$ cat config.mk
export PLATFORM = sky130hd
export DESIGN_NAME = blur_row_feeder
export DESIGN_NICKNAME = d
export VERILOG_FILES = /design/src/rtl/blur_pkg.sv /design/src/rtl/flex_counter.sv /design/src/rtl/blur_row_feeder.sv
export SDC_FILE = /design/constraint.sdc
export NUM_CORES = 1
export LEC_CHECK = 0
export CORE_MARGIN = 5
export CORE_UTILIZATION = 40
export CTS_CLUSTER_DIAMETER = 120
export DETAILED_ROUTE_END_ITERATION = 10
export GPL_ROUTABILITY_DRIVEN = 0
export GPL_TIMING_DRIVEN = 0
export SLEW_MARGIN = 40
export SYNTH_ARGS = -nofsm -noshare
export SYNTH_HDL_FRONTEND = slang
export SYNTH_SLANG_ARGS = --single-unit
$ cat constraint.sdc
create_clock -name clk -period 6.8 [get_ports clk]
set_input_delay 1.36 -clock clk [delete_from_list [all_inputs] [get_ports clk]]
set_output_delay 1.36 -clock clk [all_outputs]
set_load 0.05 [all_outputs]
$ cat src/rtl/blur_pkg.sv
// Shared types and constants for the blur stage front end.
package blur_pkg;

    localparam int unsigned STRIP_W = 16;
    localparam int unsigned HALO    = 2;
    localparam int unsigned WIN_W   = 20;

    typedef enum logic [1:0] {
        StIdle,
        StFetch,
        StReady,
        StDrain
    } feeder_state_e;

    // col_h is the image column plus HALO, so the leftmost halo pixels stay non-negative.
    function automatic logic [31:0] clamp_col(input logic [31:0] col_h, input logic [31:0] width);
        if (col_h < 32'(HALO)) begin
            return 32'd0;
        end else if (col_h - 32'(HALO) >= width) begin
            return width - 32'd1;
        end else begin
            return col_h - 32'(HALO);
        end
    endfunction

endpackage

$ cat src/rtl/flex_counter.sv
// Up counter with synchronous clear that wraps from rollover_val_i-1 back to 0.
module flex_counter #(
    parameter int unsigned NUM_CNT_BITS = 4
) (
    input  logic                    clk,
    input  logic                    n_rst,
    input  logic                    clear_i,
    input  logic                    count_enable_i,
    input  logic [NUM_CNT_BITS-1:0] rollover_val_i,
    output logic [NUM_CNT_BITS-1:0] count_o,
    output logic                    rollover_flag_o
);

    logic [NUM_CNT_BITS-1:0] count_q;
    logic [NUM_CNT_BITS-1:0] count_d;

    // Flag marks the final index before the wrap.
    always_comb begin
        rollover_flag_o = (count_q == rollover_val_i - NUM_CNT_BITS'(1));
        count_d         = count_q;
        if (clear_i) begin
            count_d = '0;
        end else if (count_enable_i) begin
            count_d = rollover_flag_o ? '0 : count_q + NUM_CNT_BITS'(1);
        end
    end

    // Count register.
    always_ff @(posedge clk or negedge n_rst) begin
        if (!n_rst) begin
            count_q <= '0;
        end else begin
            count_q <= count_d;
        end
    end

    assign count_o = count_q;

endmodule

$ cat src/rtl/blur_row_feeder.sv
// Fetches 20-pixel row windows strip by strip and hands them to the blur controller,
// prefetching the next row into a shadow buffer while the current one is filtered.
module blur_row_feeder
    import blur_pkg::*;
#(
    parameter int unsigned IMG_WIDTH  = 320,
    parameter int unsigned IMG_HEIGHT = 240,
    parameter int unsigned ADDR_W     = 18
) (
    input  logic                   clk,
    input  logic                   n_rst,
    input  logic                   start,
    input  logic [ADDR_W-1:0]      img_base,
    output logic                   busy,
    output logic                   done,
    output logic                   mem_req,
    output logic [ADDR_W-1:0]      mem_addr,
    input  logic [7:0]             mem_rdata,
    input  logic                   mem_ack,
    output logic                   anchor_moving,
    output logic [15:0]            anchor_x,
    output logic [15:0]            anchor_y,
    output logic [WIN_W-1:0][7:0]  blur_in,
    input  logic                   blur_final
);

    localparam logic [15:0] LastX   = 16'(IMG_WIDTH - STRIP_W);
    localparam logic [15:0] Height  = 16'(IMG_HEIGHT);
    localparam logic [15:0] LastY   = 16'(IMG_HEIGHT + 2);

    feeder_state_e         state_q;
    logic [ADDR_W-1:0]     base_q;
    logic [15:0]           x0_q;
    logic [15:0]           y_q;
    logic [WIN_W-1:0][7:0] shadow_q;

    logic [4:0]  idx;
    logic        idx_last;
    logic        cnt_clear;
    logic        cnt_en;
    logic        launch;
    logic        last_row;
    logic        last_frame;
    logic        next_flush;
    logic [15:0] x0_next;
    logic [15:0] y_next;
    logic [31:0] row_w;
    logic [31:0] col_c;

    // Launch decision and the (x0, y) step that follows it.
    always_comb begin
        launch     = (state_q == StReady) && blur_final && !anchor_moving;
        last_row   = (y_q == LastY);
        last_frame = last_row && (x0_q == LastX);
        y_next     = last_row ? 16'd1 : y_q + 16'd1;
        x0_next    = last_row ? x0_q + 16'(STRIP_W) : x0_q;
        next_flush = (y_next > Height);
        cnt_clear  = ((state_q == StIdle) && start) || (launch && !last_frame && !next_flush);
        cnt_en     = (state_q == StFetch) && mem_ack;
    end

    flex_counter #(
        .NUM_CNT_BITS(5)
    ) u_idx_cnt (
        .clk             (clk),
        .n_rst           (n_rst),
        .clear_i         (cnt_clear),
        .count_enable_i  (cnt_en),
        .rollover_val_i  (5'(WIN_W)),
        .count_o         (idx),
        .rollover_flag_o (idx_last)
    );

    // Read address: pending row (y-1), window column clamped to the image.
    always_comb begin
        row_w    = 32'(y_q) - 32'd1;
        col_c    = clamp_col(32'(x0_q) + 32'(idx), 32'(IMG_WIDTH));
        mem_req  = (state_q == StFetch);
        mem_addr = '0;
        if (state_q == StFetch) begin
            mem_addr = ADDR_W'(32'(base_q) + row_w * 32'(IMG_WIDTH) + col_c);
        end
    end

    // Feeder FSM with registered handshake and window outputs.
    always_ff @(posedge clk or negedge n_rst) begin
        if (!n_rst) begin
            state_q       <= StIdle;
            base_q        <= '0;
            x0_q          <= '0;
            y_q           <= '0;
            shadow_q      <= '0;
            busy          <= 1'b0;
            done          <= 1'b0;
            anchor_moving <= 1'b0;
            anchor_x      <= '0;
            anchor_y      <= '0;
            blur_in       <= '0;
        end else begin
            done          <= 1'b0;
            anchor_moving <= 1'b0;
            unique case (state_q)
                StIdle: begin
                    if (start) begin
                        base_q  <= img_base;
                        x0_q    <= '0;
                        y_q     <= 16'd1;
                        busy    <= 1'b1;
                        state_q <= StFetch;
                    end
                end
                StFetch: begin
                    if (mem_ack) begin
                        shadow_q[idx] <= mem_rdata;
                        if (idx_last) begin
                            state_q <= StReady;
                        end
                    end
                end
                StReady: begin
                    if (launch) begin
                        anchor_moving <= 1'b1;
                        blur_in       <= shadow_q;
                        anchor_x      <= x0_q;
                        anchor_y      <= y_q;
                        x0_q          <= x0_next;
                        y_q           <= y_next;
                        if (last_frame) begin
                            state_q <= StDrain;
                        end else if (next_flush) begin
                            // Flush rows reuse the shadow contents (last image row).
                            state_q <= StReady;
                        end else begin
                            state_q <= StFetch;
                        end
                    end
                end
                StDrain: begin
                    if (blur_final && !anchor_moving) begin
                        done    <= 1'b1;
                        busy    <= 1'b0;
                        state_q <= StIdle;
                    end
                end
                default: state_q <= StIdle;
            endcase
        end
    end

endmodule
# Yosys cells after proc, flatten, opt, wreduce, memory -nomap -nowiden
# Index checks and enable logic that the tools add are counted.
# totals
register_bits,412
output_inout_bits,214
inputBits,31
wordCells,132
# classes
order_cmp,5
n_mux,32
add_sub_neg,8
multipliers,1
reduce_logical,24
eq_ne,12
# op_table
operator,n
$bwmux 160,1
$mux 16,6
$pmux 16 s2,2
$mux 18,3
$demux 8 s5,1
$add 18x18->18,2
$ge 32x9->1 const B,1
$mul 32x3->12 const B,1
$sub 17x2->18 const B,1
$add 16x5->17,1
$lt 17x2->1 const B,1
$sub 16x1->17 const B,1
$add 16x1->16 const B,1
$add 16x5->16 const B,1
$eq 16x8->1 const B,1
$eq 16x9->1 const B,1
$gt 16x8->1 const B,1
$mux 5,3
$mux 2,7
$logic_and 1x1->1,9
$mux 8,1
$ne 2x2->1 const B,4
$pmux 2 s4,1
$lt 5x6->1 const B,1
other kinds (16),30

# Logic depth before layout (Yosys ltp)
# Gate-level depths: netlist (run 1).
# depth
depth_word,7
depth_mapped,21
depth_no_buf,20

# Hierarchy
# Synthesis (run 1) repeated with hierarchy kept, for this count alone.
# unflattened
hier_cells,1763
hier_area_um2,18265.0
# modules_own_cells
module,instances,area_per_inst_um2,cells_each,seq_area_each_um2
blur_row_feeder,1,17848.4,1723,9984.6
flex_counter,1,416.6,40,125.1

# Worst setup path after synthesis (run 1)
# Ideal clock, no wire load.
# synth_timing
path_kind,flip-flop to output port
startpoint,reg x0_q[4]
endpoint,out mem_addr[14]
arrival_time_ns,5.699
required_ns,5.440
path_buffers,0
path_slack_ns,-0.259
path_stages_with_launch,16
path_cell_list,dfrtp_1 > ha_1 > or3b_2 > mux2_2 > a21oi_1 > o211ai_1 > nand4_1 > a211oi_4 > and2_1 > fa_1 > ha_1 > or4_1 > a2111oi_0 > nor3_1 > a41oi_1 > nor3b_1
# synth_between
elab_chain_len,7
elab_cells_between_ends,8
cone_classes,3 x add/sub; 2 x order compare; 3 x mux
# synth_lines
element,line_no,source
"start, declared",blur_row_feeder.sv:33,logic [15:0] x0_q;
"start signal, assigned",blur_row_feeder.sv:126,x0_q <= x0_next;
$add 16x5->17 *,blur_row_feeder.sv:77,"col_c = clamp_col(32'(x0_q) + 32'(idx), 32'(IMG_WIDTH));"
$sub 17x2->18,"blur_pkg.sv:19, blur_pkg.sv:22",
$ge 32x9->1,blur_pkg.sv:19,end else if (col_h - 32'(HALO) >= width) begin
$mux 18,blur_pkg.sv:19,
$mux 18 *,blur_pkg.sv:17,if (col_h < 32'(HALO)) begin
$add 18x18->18 *,blur_row_feeder.sv:81,mem_addr = ADDR_W'(32'(base_q) + row_w * 32'(IMG_WIDTH) + col_c);
$mux 18 *,blur_row_feeder.sv:80,if (state_q == StFetch) begin
"end, declared",blur_row_feeder.sv:17,"output logic [ADDR_W-1:0] mem_addr,"
# Every way passes the cells marked *; elsewhere a longest branch is shown, timed or not.

# Final worst setup path (run 1)
# layout_timing
startpoint,reg u_idx_cnt.count_q[2] (netlist: u_idx_cnt.count_o[2])
endpoint,out mem_addr[17]
# layout_between
elab_chain_len,7
elab_cells_between_ends,8
cone_classes,3 x add/sub; 2 x order compare; 3 x mux
# layout_lines
element,line_no,source
"start, declared",flex_counter.sv:14,logic [NUM_CNT_BITS-1:0] count_q;
"start signal, assigned",flex_counter.sv:33,count_q <= count_d;
$add 16x5->17 *,blur_row_feeder.sv:77,
$sub 17x2->18,"blur_pkg.sv:19, blur_pkg.sv:22",
$ge 32x9->1,blur_pkg.sv:19,
$mux 18,blur_pkg.sv:19,
$mux 18 *,blur_pkg.sv:17,
$add 18x18->18 *,blur_row_feeder.sv:81,
$mux 18 *,blur_row_feeder.sv:80,
# Marks and branches as above.

==> results of run 1 <==
[power groups by stage]
stage	sequential (W)	combinational (W)	clock [W]
4_1_cts	0.00336	0.00693	0.00257
3_5_place_dp	0.00340	0.00680	0
2_1_floorplan	0.00371	0.00446	0
3_3_place_gp	0.00338	0.00665	0
6_report	0.00335	0.00730	0.00250
5_1_grt	0.00343	0.00788	0.00267
[timing repair]
action / CTS / global route
hold buffers: 0 / 0
buffers inserted: 5 / 15
resized for setup: 73 / 41
gates cloned: 0 / 1
setup endpoints to repair: 15 / 15
pin swaps: 7 / 15
[cell type report]
| class | instances | area [um^2] |
|---|---|---|
| Antenna cell | 1 | 2.50 |
| Buffer | 81 | 348 |
| Clock buffer | 70 | 1380 |
| Clock inverter | 14 | 181 |
| Fill cell | 4052 | 21900 |
| Inverter | 28 | 111 |
| Multi-Input combinational cell | 910 | 8090 |
| Sequential cell | 404 | 10100 |
| Tap cell | 600 | 751 |
| Timing Repair Buffer | 257 | 2600 |
[layer usage]
metal  part of all wire  up-vias  routed length (um)  track usage
met3              0.075       61                3580       0.0585
met4              0.018        0                 859       0.0442
li1                   -     5639                   -            -
met1               0.42     6249               20200        0.245
met5                  0        -                   0            0
met2               0.48      281               23200        0.313
[Yosys cell counts, types with 3 or more instances]
| cell | number | area (um^2) |
|---|---|---|
| o41ai_1 | 3 | 26.3 |
| or2_2 | 3 | 18.8 |
| nand3b_1 | 5 | 37.5 |
| o31ai_1 | 5 | 37.5 |
| nor3b_1 | 6 | 45.0 |
| and4_1 | 5 | 43.8 |
| xnor2_1 | 36 | 315 |
| nor3_2 | 3 | 30.0 |
| nor2_1 | 60 | 225 |
| a21o_1 | 7 | 52.6 |
| a21oi_1 | 28 | 140 |
| fa_1 | 13 | 260 |
| dfrtp_1 | 404 | 10100 |
| buf_4 | 4 | 30.0 |
| or3_1 | 4 | 25.0 |
| nand2b_1 | 6 | 37.5 |
| nor4b_1 | 3 | 26.3 |
| and3_1 | 12 | 75.1 |
| ha_1 | 50 | 626 |
| o21ai_0 | 37 | 185 |
| nand3_1 | 22 | 110 |
| nand2_1 | 76 | 285 |
| inv_1 | 27 | 101 |
| nand4_1 | 11 | 68.8 |
| o211ai_1 | 3 | 22.5 |
| nor2_2 | 4 | 25.0 |
| buf_1 | 4 | 15.0 |
| a31oi_1 | 11 | 68.8 |
| nor2b_1 | 8 | 50.1 |
| xor2_1 | 17 | 149 |
| and2_1 | 8 | 50.1 |
| buf_2 | 14 | 70.1 |
| or4_4 | 3 | 33.8 |
| mux2_2 | 360 | 4050 |
| nor4_1 | 16 | 100 |
| clkbuf_1 | 61 | 229 |
| o21a_1 | 3 | 22.5 |
| nor3_1 | 27 | 135 |
[state kept, by name, indices dropped and copies added (netlist names)]
signal	cells
anchor_moving	1
anchor_x	12
anchor_y	16
base_q	18
blur_in	160
busy	1
done	1
shadow_q	160
state_q	2
u_idx_cnt.count_o	5
x0_q	12
y_q	16
[worst min path at each step]
stage                        startpoint            end  slack, ns  cells after the start
after floorplan           shadow_q[159]  shadow_q[159]       0.44                      2
after global placement    shadow_q[156]  shadow_q[156]       0.46                      2
after detailed placement  shadow_q[156]  shadow_q[156]       0.46                      2
after CTS                 shadow_q[156]  shadow_q[156]       0.48                      2
after global routing      shadow_q[153]  shadow_q[153]       0.49                      2
final                     shadow_q[156]  shadow_q[156]       0.47                      2
[stage by stage]
| stage | total power, W | utilization |
|---|---|---|
| global placement | 0.0100 | 0.473 |
| finish | 0.0131 | 0.519 |
| detailed placement | 0.0102 | 0.476 |
| CTS | 0.0129 | 0.513 |
| global route | 0.0140 | 0.518 |
| floorplan | 0.00818 | - |
[critical path, stage by stage (launching register included)]
cell	delay [ns]
dfrtp_1	0.38
buf_6	0.14
inv_4	0.06
ha_4	0.13
or3b_4	0.42
and4_1	0.24
a211oi_1	0.22
a31o_2	0.13
a31oi_1	0.06
a211oi_4	0.34
buf_4	0.18
a21oi_4	0.05
fa_1	0.49
ha_2	0.20
or4_4	0.55
nand3b_1	0.24
a41o_1	0.31
a31oi_2	0.19
xnor2_1	0.08
nor2_1	0.14
buf_6	0.18
[layout by cell type (no fill, tap or decap), types with 7 or more instances in the layout]
cell	netlist	layout
buf_2	14	15
ha_1	50	45
clkbuf_8	0	14
nor2_2	4	9
nand2_1	76	76
and2_1	8	7
fa_1	13	13
clkbuf_16	0	46
and3_1	12	12
inv_1	27	24
a21o_1	7	7
xor2_1	17	16
nor2_1	60	55
buf_4	4	24
conb_1	2	12
mux2_2	360	359
xnor2_1	36	35
nor4_1	16	16
o21ai_0	37	35
nor3_1	27	23
nand4_1	11	11
nand3_1	22	22
dfrtp_1	404	401
clkdlybuf4s50_1	0	218
clkbuf_1	61	67
a21oi_1	28	24
a31oi_1	11	10
[cells by family after synthesis]
family / count (synthesis) / synth area share
flops: 404 / 0.550
simple gates: 291 / 0.0837
mux: 362 / 0.221
fa+ha+maj: 63 / 0.0482
compound gates: 128 / 0.0457
other cells: 2 / 0.000408
xor+xnor: 53 / 0.0252
buf+inv: 113 / 0.0256
==> flow_summary_export.csv, run 1 <==
group,metric,value,unit
run_status,status,"complete, no violations",
detailed_routing,wire_per_inst,20.2,um
setup_path,crit_start,"u_idx_cnt.count_o[2]",
finish,layout.cells.non_filler,2365,
power,seqPwrFrac,0.255,
clock_tree,cts_sinks,404,
sta,setup_ws,0.140,ns
power,comb_power_share,0.556,
synth,async_flop_share,1.00,
sta,fin_hold_ws,0.469,ns
sta,maxSlewViolCount,0,
setup_path,r2r_start,"y_q[0]",
sta,slew_headroom,0.440,
finish,stdcell_area,23600,um^2
synth,syn_inst,1416,
floorplan,ios,245,
sta,min_period,6.66,ns
floorplan,rows,78,
setup_path,path_class,"flop to output pin",
clock_tree,cts_buffers,46,
floorplan,initial_core_util,0.404,
sta,finalSetupViolCount,0,
detailed_routing,route.vias.total,12200,
finish,drive_gt1_frac,0.317,
setup_path,regToRegSetupSlack,3.75,ns
power,p_leak,11.0,nW
synth,ys_warn_count,0,
global_routing,grt_use_total,0.189,
sta,tightest_slew,0.841,ns
clock_tree,htree_levels,2,
synth,synth_area,18400,um^2
place,dp.cells,2263,
power,internal-power,0.00734,W
setup_path,cp_data_arrival_time,5.30,ns
place,place_area,21700,um^2
place,io_buffers,232,
floorplan,dieArea,50400,um^2
global_routing,antenna_found_initial,1,
setup_path,r2r_end,"u_idx_cnt.count_o[0]",
setup_path,cp-start-kind,"flop",
floorplan,coreArea,45500,um^2
synth,synth_edf_count,0,
detailed_routing,wl,47900,um
detailed_routing,ant_nets,0,
synth,synth_flop_cell,"dfrtp_1",
power,p_sw,0.00580,W
global_routing,globalRouteOverflowTotal,0,
global_routing,grt_first_pass_wirelength,75500,um
floorplan,die_w,224,um
synth,synth.avg_cell_area,13.0,um^2
sta,final-hold-violation-count,0,
power,vdd_drop_max,1.63,mV
power,clkPwrFrac,0.190,
setup_path,r2r_cells,11,
detailed_routing,drtPass1Iterations,5,
floorplan,die_y,224,um
power,p_sw_frac,0.441,
detailed_routing,first_iter_violations,648,
finish,nets,1822,
job,cap_violations,0,
sta,finalClockSkew,0.0281,ns
detailed_routing,viasPerCell,5.17,
setup_path,crit_path_end,"mem_addr[17]",
place,dp_hpwl,34300,um
synth,ys_types,72,
sta,fmax,0.150,GHz
synth,ys_ff_latch,404,
sta,grt_setup_unrepaired,"yes",
setup_path,end_kind,"output pin",
clock_tree,cts_tree,"yes",
finish,area_growth,28.2,%
setup_path,cp_data_required_time,5.44,ns
clock_tree,cts_root_buf,"clkbuf_16",
power,power-per-cell-area,557,nW/um^2
sta,tns,0,ns
global_routing,grt_pass1_vias,13000,
setup_path,critPathMaxFanout,6,
clock_tree,clkLatencyLatePin,0.58,ns
sta,finalCritPeriodShare,0.979,
global_routing,grt_max_degree,76,
hold_path,hp-class,"flop to flop",
clock_tree,path_clk_slew,0.06,ns
place,post-place-ws,-0.713,ns
clock_tree,clock_path_buffers,3,
synth,ys_seq_area_frac,0.550,
detailed_routing,drcViolationCount,0,
(Power assumes the default switching activity.)
==> run 2, diff against run 1 <==
--- a/config.mk
+++ b/config.mk
@@ -14,4 +14,5 @@
 export SLEW_MARGIN = 40
 export SYNTH_ARGS = -nofsm -noshare
 export SYNTH_HDL_FRONTEND = slang
+export SYNTH_HIERARCHICAL = 1
 export SYNTH_SLANG_ARGS = --single-unit
==> run 2 against run 1 <==
Net effect:
- worst hold slack worse by 0.014 ns
- combinational power down 22%
- design area is 0.36% lower
- non-clock buffer count rose by 16
- synthesized cell count up 25%
==> flow_summary_export.csv, run 2 <==
group,metric,value,unit
sta,maxSlewViolCount,0,
detailed_routing,route.met2.wl,24800,um
global_routing,grt_first_pass_wirelength,82200,um
sta,finalClockSkew,0.0201,ns
sta,min_period,6.67,ns
floorplan,die_y,224,um
detailed_routing,drcViolationCount,0,
power,seqPwrFrac,0.280,
clock_tree,cts_buffers,44,
setup_path,cp_data_required_time,5.44,ns
setup_path,path_cells,"buf_12 > clkinvlp_4 > ha_4 > nor3b_4 > nor3b_4 > nor2_2 > nor3b_2 > o21ai_2 > a311oi_4 > buf_6 > a21oi_2 > ha_1 > ha_4 > inv_2 > fa_2 > nor2b_4 > o31a_1 > o211ai_1 > a21oi_2 > o31a_1 > o21a_1 > nor3_2 > buf_6",
power,clkPwrFrac,0.214,
sta,final-hold-violation-count,0,
detailed_routing,drtPass1Iterations,4,
synth,synth_flop_cell,"dfrtp_1",
detailed_routing,top_layer_used,"met4",
place,dp_hpwl,36500,um
global_routing,antenna_found_initial,0,
finish,drive_gt1_frac,0.182,
finish,final_common_cell,"nand2_1",
finish,layout.cells.non_filler,2727,
floorplan,coreArea,45300,um^2
sta,tightest_slew,0.874,ns
synth,yosys.area.top_type,"dfrtp_1",
job,cap_violations,0,
sta,tns,0,ns
clock_tree,path_clk_slew,0.06,ns
sta,finalSetupViolCount,0,
finish,stdcell_area,23500,um^2
setup_path,critPathSlowestCell,"dfrtp_2",
global_routing,globalRouteOverflowTotal,0,
floorplan,initial_core_util,0.403,
synth,yosys.area.top_type_share,0.554,
finish,layout_common_cells,"nand2_1 (617), dfrtp_1 (398), clkdlybuf4s50_1 (218)",
synth,yosys.cell_count.top_type,"nand2_1",
detailed_routing,wl_met1,22000,um
clock_tree,htree_levels,2,
clock_tree,ctsHoldBuffers,0,
sta,slew_headroom,0.417,
synth,ys_seq_area_frac,0.554,
synth,synth.avg_cell_area,10.4,um^2
finish,register_area,10100,um^2
floorplan,die_w,224,um
global_routing,grt_pass1_vias,14600,
detailed_routing,ant_nets,0,
power,p_sw_frac,0.429,
synth,ys_types,68,
detailed_routing,wl,51600,um
sta,finalCritPeriodShare,0.981,
floorplan,rows,78,
synth,ys_ff_latch,404,
power,p_leak,11.6,nW
clock_tree,cts_tree,"yes",
setup_path,cp_data_arrival_time,5.31,ns
place,place_area,21600,um^2
place,io_buffers,232,
place,dp.cells,2625,
finish,nets,2185,
hold_path,hp-class,"flop to flop",
floorplan,ios,245,
clock_tree,clock_path_buffers,3,
detailed_routing,route.vias.total,13700,
finish,n_fill_cell,4183,
setup_path,cpPeakStageDelay,0.43,ns
global_routing,grt_max_degree,72,
detailed_routing,wire_per_inst,18.9,um
clock_tree,clkLatencyLatePin,0.57,ns
sta,grt_setup_unrepaired,"yes",
global_routing,grt_use_total,0.206,
synth,ys_warn_count,6,
setup_path,end_kind,"output pin",
clock_tree,cts_root_buf,"clkbuf_16",
setup_path,path_class,"flop to output pin",
detailed_routing,viasPerCell,5.01,
setup_path,cp-start-kind,"flop",
synth,synth_edf_count,0,
detailed_routing,first_iter_violations,831,
detailed_routing,route.met3.wl,3700,um
floorplan,dieArea,50000,um^2
finish,area_growth,28.6,%
synth,synth_area_leaders,"dfrtp_1 (55%), nand2_1 (13%), mux2_2 (11%), ha_1 (3.2%), clkbuf_1 (1.6%)",
power,comb_power_share,0.506,
finish,largestRegisters,"blur_in: 160 flops, shadow_q: 160 flops, base_q: 18 flops",
finish,multiInputGateArea,8010,um^2
sta,fmax,0.150,GHz
finish,antenna_cells,0,
setup_path,critPathMaxFanout,5,
power,vdd_drop_max,0.867,mV
clock_tree,cts_sinks,404,
run_status,status,"complete, no violations",
power,internal-power,0.00640,W
synth,synth_area,18300,um^2
power,power-per-cell-area,477,nW/um^2
power,p_sw,0.00481,W
synth,synthTopCellsByCount,"nand2_1 (618), dfrtp_1 (404), mux2_2 (178)",
synth,async_flop_share,1.00,
synth,syn_inst,1763,
-- run 2: cell types whose count changed after synthesis, sizes merged, moves of 7 or more --
| cell | change |
|---|---|
| clkbuf | +19 |
| xnor2 | -9 |
| o21ai | +7 |
| mux2 | -182 |
| buf | -11 |
| nand2 | +542 |
| xor2 | +9 |
-- run 2: cell families after synthesis --
logic type      share of synthesized area
other cells                      0.000411
buf+inv                            0.0265
fa+ha+maj                          0.0464
simple gates                        0.188
mux                                 0.111
flops                               0.554
compound gates                     0.0486
xor+xnor                           0.0258
-- run 2: power by group through the flow --
stage | sequential (W) | combinational, W | clock [W]
floorplan | 0.00347 | 0.00337 | 0
global placement | 0.00317 | 0.00517 | 0
detailed placement | 0.00318 | 0.00527 | 0
CTS | 0.00314 | 0.00532 | 0.00246
global route | 0.00319 | 0.00611 | 0.00257
finish | 0.00314 | 0.00567 | 0.00240
-- run 2: final cells by class --
type / instances / area share
Buffer: 92 / 0.0167
Clock buffer: 62 / 0.0536
Clock inverter: 17 / 0.00761
Inverter: 29 / 0.00495
Multi-Input combinational cell: 1261 / 0.341
Sequential cell: 404 / 0.431
Tap cell: 600 / 0.0319
Timing Repair Buffer: 262 / 0.114
-- run 2: what timing repair did --
action,4_1_cts,5_1_grt
hold endpoints to repair,0,0
resized for setup,58,51
pin swaps,4,26
endpoints found under the setup margin,16,14
buffers inserted,10,14
-- run 2: critical path, delay by kind of cell, from the launching register on --
family	cells	cell delay (ns)
simple gates	6	1.11
flops	1	0.43
buf+inv	5	0.67
compound gates	8	1.62
fa+ha+maj	4	0.90
-- run 2: final timing paths --
| path | startpoint | endpoint | slack [ns] | cells past startpoint |
|---|---|---|---|---|
| max in group asynchronous | n_rst | shadow_q[74] | 4.76 | 4 |
| min in group asynchronous | n_rst | base_q[9] | 0.68 | 1 |
| setup reg to reg | y_q[0] | u_idx_cnt/count_o[2] | 3.55 | 10 |
| setup / recovery | u_idx_cnt/count_o[2] | mem_addr[15] | 0.13 | 23 |
| hold / removal | shadow_q[156] | blur_in[156] | 0.45 | 2 |
| hold reg to reg | shadow_q[156] | blur_in[156] | 0.45 | 2 |
-- run 2: layer usage --
| metal | track usage | vias up |
|---|---|---|
| met5 | 0 | - |
| met4 | 0.0480 | 0 |
| met3 | 0.0683 | 78 |
| met2 | 0.342 | 296 |
| met1 | 0.265 | 6833 |
| li1 | - | 6468 |
-- run 2: metrics by stage --
step / hold slack (ns) / utilization / setup WS, ns / total power, W
after detailed placement: 0.449 / 0.477 / -0.777 / 0.00845
after CTS: 0.458 / 0.512 / -0.0143 / 0.0109
after global placement: 0.443 / 0.473 / -13.59 / 0.00834
after floorplan: 0.433 / - / 0.329 / 0.00683
after global routing: 0.479 / 0.519 / -0.109 / 0.0119
final: 0.454 / 0.519 / 0.127 / 0.0112
